--- config.mk ---
export PLATFORM = sky130hd
export DESIGN_NAME = noc_local_ni_flat
export DESIGN_NICKNAME = d
export VERILOG_FILES = /design/src/rtl/noc_pkg.sv /design/src/rtl/noc_local_ni_if.sv /design/src/rtl/noc_rx_fifo.sv /design/src/rtl/noc_local_ni.sv /design/src/flat_wrapper.sv
export SDC_FILE = /design/constraint.sdc
export NUM_CORES = 1
export LEC_CHECK = 0
export CAP_MARGIN = 20
export CORE_UTILIZATION = 50
export CTS_CLUSTER_DIAMETER = 50
export DETAILED_ROUTE_END_ITERATION = 10
export DONT_BUFFER_PORTS = 1
export GPL_TIMING_DRIVEN = 1
export SYNTH_ARGS = -nofsm -noshare
export SYNTH_HDL_FRONTEND = slang
export SYNTH_SLANG_ARGS = --single-unit
--- constraint.sdc ---
create_clock -name clk -period 4.15 [get_ports clk]
set_input_delay 0.415 -clock clk [delete_from_list [all_inputs] [get_ports clk]]
set_output_delay 0.415 -clock clk [all_outputs]
set_load 0.1 [all_outputs]
--- src/rtl/noc_pkg.sv ---
// Shared flit definitions for the NoC router and its network interfaces.
// A flit is {payload[12:0], dst[1:0], valid}.
package noc_pkg;

    localparam int FLIT_W    = 16;
    localparam int ADDR_W    = 2;
    localparam int PAYLOAD_W = 13;

    localparam int VALID_BIT   = 0;
    localparam int DST_LSB     = 1;
    localparam int PAYLOAD_LSB = 3;

    typedef enum logic [ADDR_W-1:0] {
        East  = 2'b00,
        West  = 2'b01,
        Local = 2'b10
    } dir_e;

    typedef struct packed {
        logic [PAYLOAD_W-1:0] payload;
        logic [ADDR_W-1:0]    dst;
        logic                 valid;
    } flit_t;

    function automatic flit_t make_flit(input logic [ADDR_W-1:0] dst,
                                        input logic [PAYLOAD_W-1:0] payload);
        flit_t f;
        f.payload = payload;
        f.dst     = dst;
        f.valid   = 1'b1;
        return f;
    endfunction

endpackage

--- src/rtl/noc_local_ni_if.sv ---
// PE-side and router-Local-side signals of the local network interface.
// slave is the NI's view, master is the view of whatever drives it.
interface noc_local_ni_if;
    import noc_pkg::*;

    logic                  tx_valid;
    logic [ADDR_W-1:0]     tx_dst;
    logic [PAYLOAD_W-1:0]  tx_payload;
    logic                  tx_ready;

    logic [FLIT_W-1:0]     dataInL;
    logic                  writeL;
    logic                  fullL;
    logic                  almost_fullL;

    logic [FLIT_W-1:0]     dataOutL;
    logic                  writeOutL;
    logic                  readFullL;
    logic                  read_almostfullL;

    logic                  rx_valid;
    logic [ADDR_W-1:0]     rx_dst;
    logic [PAYLOAD_W-1:0]  rx_payload;
    logic                  rx_ready;
    logic                  rx_overflow;

    logic [15:0]           tx_count;
    logic [15:0]           rx_count;

    modport slave (
        input  tx_valid, tx_dst, tx_payload,
        input  fullL, almost_fullL,
        input  dataOutL, writeOutL,
        input  rx_ready,
        output tx_ready, dataInL, writeL,
        output readFullL, read_almostfullL,
        output rx_valid, rx_dst, rx_payload, rx_overflow,
        output tx_count, rx_count
    );

    modport master (
        output tx_valid, tx_dst, tx_payload,
        output fullL, almost_fullL,
        output dataOutL, writeOutL,
        output rx_ready,
        input  tx_ready, dataInL, writeL,
        input  readFullL, read_almostfullL,
        input  rx_valid, rx_dst, rx_payload, rx_overflow,
        input  tx_count, rx_count
    );

endinterface

--- src/rtl/noc_rx_fifo.sv ---
// Receive FIFO: a push into a full FIFO is still stored when a pop happens the
// same cycle; otherwise it is dropped and a sticky overflow flag is raised.
module noc_rx_fifo #(
    parameter int DW        = 15,
    parameter int DEPTH     = 4,
    parameter int AF_MARGIN = 2
) (
    input  logic          clk,
    input  logic          reset,
    input  logic          push,
    input  logic [DW-1:0] din,
    input  logic          popReq,
    output logic [DW-1:0] dout,
    output logic          valid,
    output logic          full,
    output logic          almostFull,
    output logic          stored,
    output logic          overflow
);

    localparam int AW = $clog2(DEPTH);
    localparam int CW = AW + 1;
    localparam logic [CW-1:0] FULL_CNT = CW'(DEPTH);
    localparam logic [CW-1:0] AF_CNT   = CW'(DEPTH - AF_MARGIN);

    if (((DEPTH & (DEPTH - 1)) != 0) || (DEPTH < 4)) begin : gBadDepth
        $error("noc_rx_fifo: DEPTH must be a power of 2 and at least 4");
    end

    logic [DW-1:0] mem [DEPTH];
    logic [AW-1:0] wrPtr;
    logic [AW-1:0] rdPtr;
    logic [CW-1:0] count;
    logic          pop;

    assign valid      = (count != '0);
    assign full       = (count == FULL_CNT);
    assign almostFull = (count >= AF_CNT);
    assign pop        = popReq & valid;
    assign stored     = push & (!full | pop);
    assign dout       = valid ? mem[rdPtr] : '0;

    always_ff @(posedge clk or posedge reset) begin
        if (reset) begin
            wrPtr    <= '0;
            rdPtr    <= '0;
            count    <= '0;
            overflow <= 1'b0;
        end else begin
            if (stored) wrPtr <= wrPtr + AW'(1);
            if (pop)    rdPtr <= rdPtr + AW'(1);
            count <= count + CW'(stored) - CW'(pop);
            if (push && !stored) overflow <= 1'b1;
        end
    end

    // Storage is not reset; count gates every read so stale entries never leak out.
    always_ff @(posedge clk) begin
        if (stored) mem[wrPtr] <= din;
    end

endmodule

--- src/rtl/noc_local_ni.sv ---
// Local network interface: PE beats -> flits into the router Local input through
// a one-entry holding register, router Local output -> rx FIFO -> PE.
import noc_pkg::*;

module noc_local_ni #(
    parameter int          WIDTH     = 16,
    parameter logic [1:0]  LOCAL_IP  = 2'b00,
    parameter int          RX_DEPTH  = 4,
    parameter int          AF_MARGIN = 2
) (
    input  logic           clk,
    input  logic           reset,
    noc_local_ni_if.slave  ni
);

    localparam int RX_DW = FLIT_W - DST_LSB;

    if ((WIDTH != FLIT_W) || ($bits(LOCAL_IP) != ADDR_W)) begin : gBadCfg
        $error("noc_local_ni: flit width is fixed at 16 with a 2-bit address");
    end

    flit_t       holdFlit;
    logic        holdV;
    logic        wrtAble;
    logic        writeL;
    logic        txReady;
    logic        accept;
    logic [15:0] txCount;

    // tx_ready is forced low while reset is asserted so every output reads 0.
    assign writeL  = holdV & wrtAble;
    assign txReady = !reset & (!holdV | writeL);
    assign accept  = ni.tx_valid & txReady;

    assign ni.writeL   = writeL;
    assign ni.tx_ready = txReady;
    assign ni.dataInL  = holdV ? holdFlit : '0;
    assign ni.tx_count = txCount;

    always_ff @(posedge clk or posedge reset) begin
        if (reset) begin
            holdV    <= 1'b0;
            holdFlit <= '0;
            wrtAble  <= 1'b0;
            txCount  <= '0;
        end else begin
            wrtAble <= !((ni.almost_fullL & writeL) | ni.fullL);
            if (accept) begin
                holdFlit <= make_flit(ni.tx_dst, ni.tx_payload);
                holdV    <= 1'b1;
            end else if (writeL) begin
                holdV <= 1'b0;
            end
            if (writeL) txCount <= txCount + 16'd1;
        end
    end

    logic [RX_DW-1:0] rxHead;
    logic             rxValid;
    logic             rxFull;
    logic             rxAlmostFull;
    logic             rxStored;
    logic             rxOverflow;
    logic [15:0]      rxCount;

    // Only flits with the valid bit set count as writes; the FIFO keeps bits [15:1].
    noc_rx_fifo #(
        .DW        (RX_DW),
        .DEPTH     (RX_DEPTH),
        .AF_MARGIN (AF_MARGIN)
    ) uRxFifo (
        .clk        (clk),
        .reset      (reset),
        .push       (ni.writeOutL & ni.dataOutL[VALID_BIT]),
        .din        (ni.dataOutL[FLIT_W-1:DST_LSB]),
        .popReq     (ni.rx_ready),
        .dout       (rxHead),
        .valid      (rxValid),
        .full       (rxFull),
        .almostFull (rxAlmostFull),
        .stored     (rxStored),
        .overflow   (rxOverflow)
    );

    always_ff @(posedge clk or posedge reset) begin
        if (reset) rxCount <= '0;
        else if (rxStored) rxCount <= rxCount + 16'd1;
    end

    assign ni.rx_valid         = rxValid;
    assign ni.rx_dst           = rxHead[PAYLOAD_LSB-DST_LSB-1:0];
    assign ni.rx_payload       = rxHead[RX_DW-1:PAYLOAD_LSB-DST_LSB];
    assign ni.readFullL        = rxFull;
    assign ni.read_almostfullL = rxAlmostFull;
    assign ni.rx_overflow      = rxOverflow;
    assign ni.rx_count         = rxCount;

endmodule

--- src/flat_wrapper.sv ---
// flat-port wrapper written by rule: the top's interface ports become plain ports
module noc_local_ni_flat 
#(
    parameter int          WIDTH     = 16,
    parameter logic [1:0]  LOCAL_IP  = 2'b00,
    parameter int          RX_DEPTH  = 4,
    parameter int          AF_MARGIN = 2
)
  (clk, reset, ni_tx_valid, ni_tx_dst, ni_tx_payload, ni_fullL, ni_almost_fullL, ni_dataOutL, ni_writeOutL, ni_rx_ready, ni_tx_ready, ni_dataInL, ni_writeL, ni_readFullL, ni_read_almostfullL, ni_rx_valid, ni_rx_dst, ni_rx_payload, ni_rx_overflow, ni_tx_count, ni_rx_count);
  noc_local_ni_if ni_i ();
  input  logic clk;
  input  logic reset;
  input wire logic [$bits(ni_i.tx_valid)-1:0] ni_tx_valid;
  input wire logic [$bits(ni_i.tx_dst)-1:0] ni_tx_dst;
  input wire logic [$bits(ni_i.tx_payload)-1:0] ni_tx_payload;
  input wire logic [$bits(ni_i.fullL)-1:0] ni_fullL;
  input wire logic [$bits(ni_i.almost_fullL)-1:0] ni_almost_fullL;
  input wire logic [$bits(ni_i.dataOutL)-1:0] ni_dataOutL;
  input wire logic [$bits(ni_i.writeOutL)-1:0] ni_writeOutL;
  input wire logic [$bits(ni_i.rx_ready)-1:0] ni_rx_ready;
  output wire logic [$bits(ni_i.tx_ready)-1:0] ni_tx_ready;
  output wire logic [$bits(ni_i.dataInL)-1:0] ni_dataInL;
  output wire logic [$bits(ni_i.writeL)-1:0] ni_writeL;
  output wire logic [$bits(ni_i.readFullL)-1:0] ni_readFullL;
  output wire logic [$bits(ni_i.read_almostfullL)-1:0] ni_read_almostfullL;
  output wire logic [$bits(ni_i.rx_valid)-1:0] ni_rx_valid;
  output wire logic [$bits(ni_i.rx_dst)-1:0] ni_rx_dst;
  output wire logic [$bits(ni_i.rx_payload)-1:0] ni_rx_payload;
  output wire logic [$bits(ni_i.rx_overflow)-1:0] ni_rx_overflow;
  output wire logic [$bits(ni_i.tx_count)-1:0] ni_tx_count;
  output wire logic [$bits(ni_i.rx_count)-1:0] ni_rx_count;
  assign ni_i.tx_valid = ni_tx_valid;
  assign ni_i.tx_dst = ni_tx_dst;
  assign ni_i.tx_payload = ni_tx_payload;
  assign ni_i.fullL = ni_fullL;
  assign ni_i.almost_fullL = ni_almost_fullL;
  assign ni_i.dataOutL = ni_dataOutL;
  assign ni_i.writeOutL = ni_writeOutL;
  assign ni_i.rx_ready = ni_rx_ready;
  assign ni_tx_ready = ni_i.tx_ready;
  assign ni_dataInL = ni_i.dataInL;
  assign ni_writeL = ni_i.writeL;
  assign ni_readFullL = ni_i.readFullL;
  assign ni_read_almostfullL = ni_i.read_almostfullL;
  assign ni_rx_valid = ni_i.rx_valid;
  assign ni_rx_dst = ni_i.rx_dst;
  assign ni_rx_payload = ni_i.rx_payload;
  assign ni_rx_overflow = ni_i.rx_overflow;
  assign ni_tx_count = ni_i.tx_count;
  assign ni_rx_count = ni_i.rx_count;
  noc_local_ni #(.WIDTH(WIDTH), .LOCAL_IP(LOCAL_IP), .RX_DEPTH(RX_DEPTH), .AF_MARGIN(AF_MARGIN)) u_core (.clk(clk), .reset(reset), .ni(ni_i));
endmodule
==> report_table.html <==
<table>
<tr><th>Metric</th><th>Value</th></tr>
<tr><th colspan="2">Setup path</th></tr>
<tr><td>Critical path peak fanout</td><td>19</td></tr>
<tr><td>Nature of the critical path endpoint</td><td>output port</td></tr>
<tr><td>Start of the worst register-to-register path</td><td>u_core.holdV</td></tr>
<tr><td>Path type of the worst setup path</td><td>flip-flop to output port</td></tr>
<tr><td>Slack of the worst reg-to-reg path</td><td>1.65 ns</td></tr>
<tr><td>Critical Path AT</td><td>2.45 ns</td></tr>
<tr><td>Reg2Reg Capture Point</td><td>u_core.wrtAble</td></tr>
<tr><td>Worst reg-to-reg path cell count</td><td>4</td></tr>
<tr><td>CP startpoint kind</td><td>flip-flop</td></tr>
<tr><td>Required time at the endpoint of the critical path</td><td>3.73 ns</td></tr>
<tr><th colspan="2">Yosys</th></tr>
<tr><td>Synth Net Count</td><td>369</td></tr>
<tr><td>Mean area per synthesized cell</td><td>15.66 um2</td></tr>
<tr><td>Area share of and/or/nand/nor cells after synthesis</td><td>0.1273</td></tr>
<tr><td>Dominant cells by area after synthesis</td><td>sky130_fd_sc_hd__edfxtp_1, sky130_fd_sc_hd__dfrtp_1, sky130_fd_sc_hd__mux4_2</td></tr>
<tr><td>Main combinational cell family by area after synthesis</td><td>simple AND/OR/NAND/NOR gates</td></tr>
<tr><td>Area share of fa/ha/maj cells after synthesis</td><td>0.02382</td></tr>
<tr><td>Area share of xor/xnor cells in the synthesized design</td><td>0.06079</td></tr>
<tr><td>Largest area contributor in the netlist</td><td>sky130_fd_sc_hd__edfxtp_1</td></tr>
<tr><td>Multiplexer share of the synthesized area</td><td>0.1087</td></tr>
<tr><td>Synth Area in Compound Gates</td><td>0.01067</td></tr>
<tr><td>Mapped Area</td><td>5042 um2</td></tr>
<tr><td>Count of warnings emitted by yosys</td><td>0</td></tr>
<tr><td>Top-area cell type share of the netlist area</td><td>0.3573</td></tr>
<tr><td>Unique masters post-synth</td><td>36</td></tr>
<tr><td>Share of synthesized area occupied by flip-flops and latches</td><td>0.6452</td></tr>
<tr><td>Cells after Synth</td><td>322</td></tr>
<tr><td>Register bit count reported by yosys</td><td>118</td></tr>
<tr><th colspan="2">Detailed routing</th></tr>
<tr><td>DR WL/cell</td><td>16.65 um</td></tr>
<tr><td>Sum of routed wire length over all layers</td><td>8642 um</td></tr>
<tr><td>Total via count in the routed design</td><td>2697</td></tr>
<tr><td>DR vias/cell</td><td>5.197</td></tr>
<tr><td>DR DRC count</td><td>0</td></tr>
<tr><td>Remaining antenna violation count</td><td>0</td></tr>
<tr><td>Initial DRT Pass Iterations</td><td>4</td></tr>
<tr><td>DRC violation total after the first TritonRoute iteration</td><td>80</td></tr>
<tr><th colspan="2">Timing</th></tr>
<tr><td>Clock tree skew after final layout</td><td>0.01060 ns</td></tr>
<tr><td>Max frequency</td><td>0.3488 GHz</td></tr>
<tr><td>Measured slew at the worst slew-check pin</td><td>1.060 ns</td></tr>
<tr><td>Setup TNS</td><td>0 ns</td></tr>
<tr><td>Number of max-slew violations in the final report</td><td>0</td></tr>
<tr><td>Period utilization</td><td>0.6909</td></tr>
<tr><td>Final min period</td><td>2.867 ns</td></tr>
<tr><td>Worst-case headroom to the max-slew limit</td><td>0.2952</td></tr>
<tr><td>Final setup fails</td><td>0</td></tr>
<tr><td>Final Hold Vio Count</td><td>0</td></tr>
<tr><td>RSZ-0062 raised after global routing</td><td>false</td></tr>
<tr><th colspan="2">GRT</th></tr>
<tr><td>GRT Total Usage</td><td>0.1823</td></tr>
<tr><td>Initial antenna violation count</td><td>0</td></tr>
<tr><td>Vias in the first global route</td><td>2753</td></tr>
<tr><td>Pin count of the biggest net entering global routing</td><td>37</td></tr>
<tr><td>First-pass GRT wire length</td><td>13890 um</td></tr>
<tr><td>Global route total overflow</td><td>0</td></tr>
<tr><th colspan="2">Die</th></tr>
<tr><td>Chip Height</td><td>102.4 um</td></tr>
<tr><td>Std-Cell Rows</td><td>36</td></tr>
<tr><td>Starting utilization of the core area</td><td>0.5159</td></tr>
<tr><td>Full die area</td><td>10490 um2</td></tr>
<tr><td>Core Box Area</td><td>9774 um2</td></tr>
<tr><td>I/O pin count</td><td>107</td></tr>
<tr><td>Horizontal die dimension</td><td>102.4 um</td></tr>
<tr><th colspan="2">Hold path</th></tr>
<tr><td>Hold WC Path Type</td><td>input pin to flip-flop</td></tr>
<tr><td>Cell depth of the worst hold path</td><td>1</td></tr>
<tr><td>Hold path start</td><td>ni_tx_payload[1]</td></tr>
<tr><td>Destination of the worst hold path</td><td>u_core.holdFlit[4]</td></tr>
<tr><th colspan="2">Clock network</th></tr>
<tr><td>Setup bufs post-CTS</td><td>0</td></tr>
<tr><td>CTS max path bufs</td><td>2</td></tr>
<tr><td>Post-CTS clock slew at the launch and capture registers of the worst setup and hold paths</td><td>0.06 ns</td></tr>
<tr><td>Worst-Skew Late Latency</td><td>0.50 ns</td></tr>
<tr><td>TritonCTS clock tree</td><td>done</td></tr>
<tr><td>Post-CTS sizing</td><td>0</td></tr>
<tr><td>Clock sinks</td><td>118</td></tr>
<tr><td>Clock buffer count from CTS</td><td>17</td></tr>
<tr><td>CTS H-Tree Depth</td><td>4</td></tr>
<tr><td>Root cell of the clock tree</td><td>sky130_fd_sc_hd__clkbuf_8</td></tr>
<tr><td>CTS Hold Buffers Added</td><td>18</td></tr>
<tr><th colspan="2">Finish</th></tr>
<tr><td>Share of post-route cells with drive strength above 1</td><td>0.2668</td></tr>
<tr><td>Number of nets in the layout</td><td>420</td></tr>
<tr><td>Synthesis-to-finish area growth</td><td>22.18%</td></tr>
<tr><td>Leading cell types in the layout, fill and taps excluded</td><td>sky130_fd_sc_hd__edfxtp_1, sky130_fd_sc_hd__dfrtp_1, sky130_fd_sc_hd__and2_1</td></tr>
<tr><td>Fill cell count</td><td>745</td></tr>
<tr><td>N_diodes</td><td>0</td></tr>
<tr><td>Commonest non-fill, non-tap cell in the layout</td><td>sky130_fd_sc_hd__edfxtp_1</td></tr>
<tr><th colspan="2">Outcome</th></tr>
<tr><td>Run status</td><td>finished clean</td></tr>
<tr><th colspan="2">Placement</th></tr>
<tr><td>Sum of net half-perimeters after detailed placement</td><td>5644 um</td></tr>
<tr><td>Port buffer count</td><td>0</td></tr>
<tr><td>Final weighted congestion in routability-driven placement</td><td>0.7216</td></tr>
<tr><th colspan="2">Flow run</th></tr>
<tr><td># Max-Cap Violations</td><td>0</td></tr>
</table>
[critical path, stage by stage, from the launching register on]
cell and delay [ns]:
sky130_fd_sc_hd__dfrtp_1 0.51, sky130_fd_sc_hd__or3_1 0.57, sky130_fd_sc_hd__and2_1 0.86
[synthesized netlist by cell type]
library cell               number
sky130_fd_sc_hd__or3_1          1
sky130_fd_sc_hd__or2_1          2
sky130_fd_sc_hd__dfrtp_1       58
sky130_fd_sc_hd__buf_6          3
sky130_fd_sc_hd__fa_1           1
sky130_fd_sc_hd__buf_2          2
sky130_fd_sc_hd__nand3_1        6
sky130_fd_sc_hd__nor2_1         3
sky130_fd_sc_hd__xor2_1         9
sky130_fd_sc_hd__nand3_4        1
sky130_fd_sc_hd__o31ai_1        2
sky130_fd_sc_hd__a21oi_2        1
sky130_fd_sc_hd__nor3_2         3
sky130_fd_sc_hd__nor3_1         2
sky130_fd_sc_hd__a21o_1         2
sky130_fd_sc_hd__mux2_4         8
sky130_fd_sc_hd__nor3_4         1
sky130_fd_sc_hd__mux2_2         8
sky130_fd_sc_hd__o21ai_0        1
sky130_fd_sc_hd__buf_4          2
sky130_fd_sc_hd__clkbuf_1       5
sky130_fd_sc_hd__nand2_1       18
sky130_fd_sc_hd__and3_1         4
sky130_fd_sc_hd__nor4_4         2
sky130_fd_sc_hd__nor4b_4        1
sky130_fd_sc_hd__and2_1        38
sky130_fd_sc_hd__xnor2_1       26
sky130_fd_sc_hd__edfxtp_1      60
sky130_fd_sc_hd__nand4_1       12
sky130_fd_sc_hd__and4_1         2
sky130_fd_sc_hd__nand2_2        1
sky130_fd_sc_hd__ha_1           8
sky130_fd_sc_hd__a21oi_1        2
sky130_fd_sc_hd__mux4_2        15
sky130_fd_sc_hd__inv_1         11
sky130_fd_sc_hd__nor4_2         1
[through the flow]
stage               worst slack [ns]    util  cell area (um2)  cells  hold WS (ns)
floorplan                     0.4791       -             5042    322        0.4242
global placement               1.778  0.5486             5363    469        0.3566
detailed placement             1.705  0.5486             5363    469        0.3436
CTS                            1.216  0.6303             6161    519       0.02902
global route                   1.119  0.6303             6161    519       0.02368
finish                         1.283  0.6303             6161    519       0.05928
[worst max path at each step]
| stage | startpoint | end | slack (ns) | cells past startpoint |
|---|---|---|---|---|
| 2_1_floorplan | u_core.uRxFifo.count[1] | u_core.uRxFifo.count[1] | 0.48 | 6 |
| 4_1_cts | u_core.uRxFifo.count[0] | ni_rx_payload[0] | 1.22 | 2 |
| 5_1_grt | u_core.uRxFifo.rdPtr[0] | ni_rx_payload[10] | 1.12 | 4 |
| 6_report | u_core.uRxFifo.count[0] | ni_rx_dst[1] | 1.28 | 2 |
| 3_5_place_dp | u_core.uRxFifo.count[1] | u_core.uRxFifo.count[2] | 1.71 | 8 |
| 3_3_place_gp | u_core.uRxFifo.rdPtr[0] | ni_rx_payload[5] | 1.78 | 4 |
[flip-flops by register name, indices dropped and copies added (netlist names)]
| register | flops |
|---|---|
| u_core.uRxFifo.wrPtr | 2 |
| u_core.uRxFifo.rdPtr | 2 |
| u_core.uRxFifo.count | 3 |
| u_core.ni.rx_count | 16 |
| u_core.wrtAble | 1 |
| u_core.holdFlit | 16 |
| u_core.holdV | 1 |
| u_core.uRxFifo.overflow | 1 |
| u_core.ni.tx_count | 16 |
| u_core.uRxFifo.mem | 60 |
[cell type report]
class,instances,area [um2],area share
inverters,11,41.29,0.006702
clock inverters,15,203.9,0.03310
clock buffers,17,414.1,0.06722
flip-flops and latches,118,3253,0.5280
multi-input cells,181,1689,0.2742
repair buffers,44,392.9,0.06377
well taps,133,166.4,0.02701
[routing by layer]
metal | global-route usage | wire length, um | up-vias
met1 | 0.2359 | 3811 | 1334
li1 | - | - | 1261
met2 | 0.2754 | 4181 | 95
met5 | 0 | 0 | -
met4 | 0.06923 | 99 | 0
met3 | 0.07524 | 548 | 7
[cells by family (layout without fill, tap and decap cells)]
logic type               count (synthesis)  after routing
flip-flops                             118            118
AND/OR/NAND/NOR                         98             98
XOR/XNOR                                35             35
multiplexers                            31             31
buffers and inverters                   23             87
adder cells (fa/ha/maj)                  9              9
AO/OA/AOI/OAI                            8              8
Power is left out: the tool's default activity adds up to more than one toggle a clock period on the data nets, which glitch-free logic cannot reach.
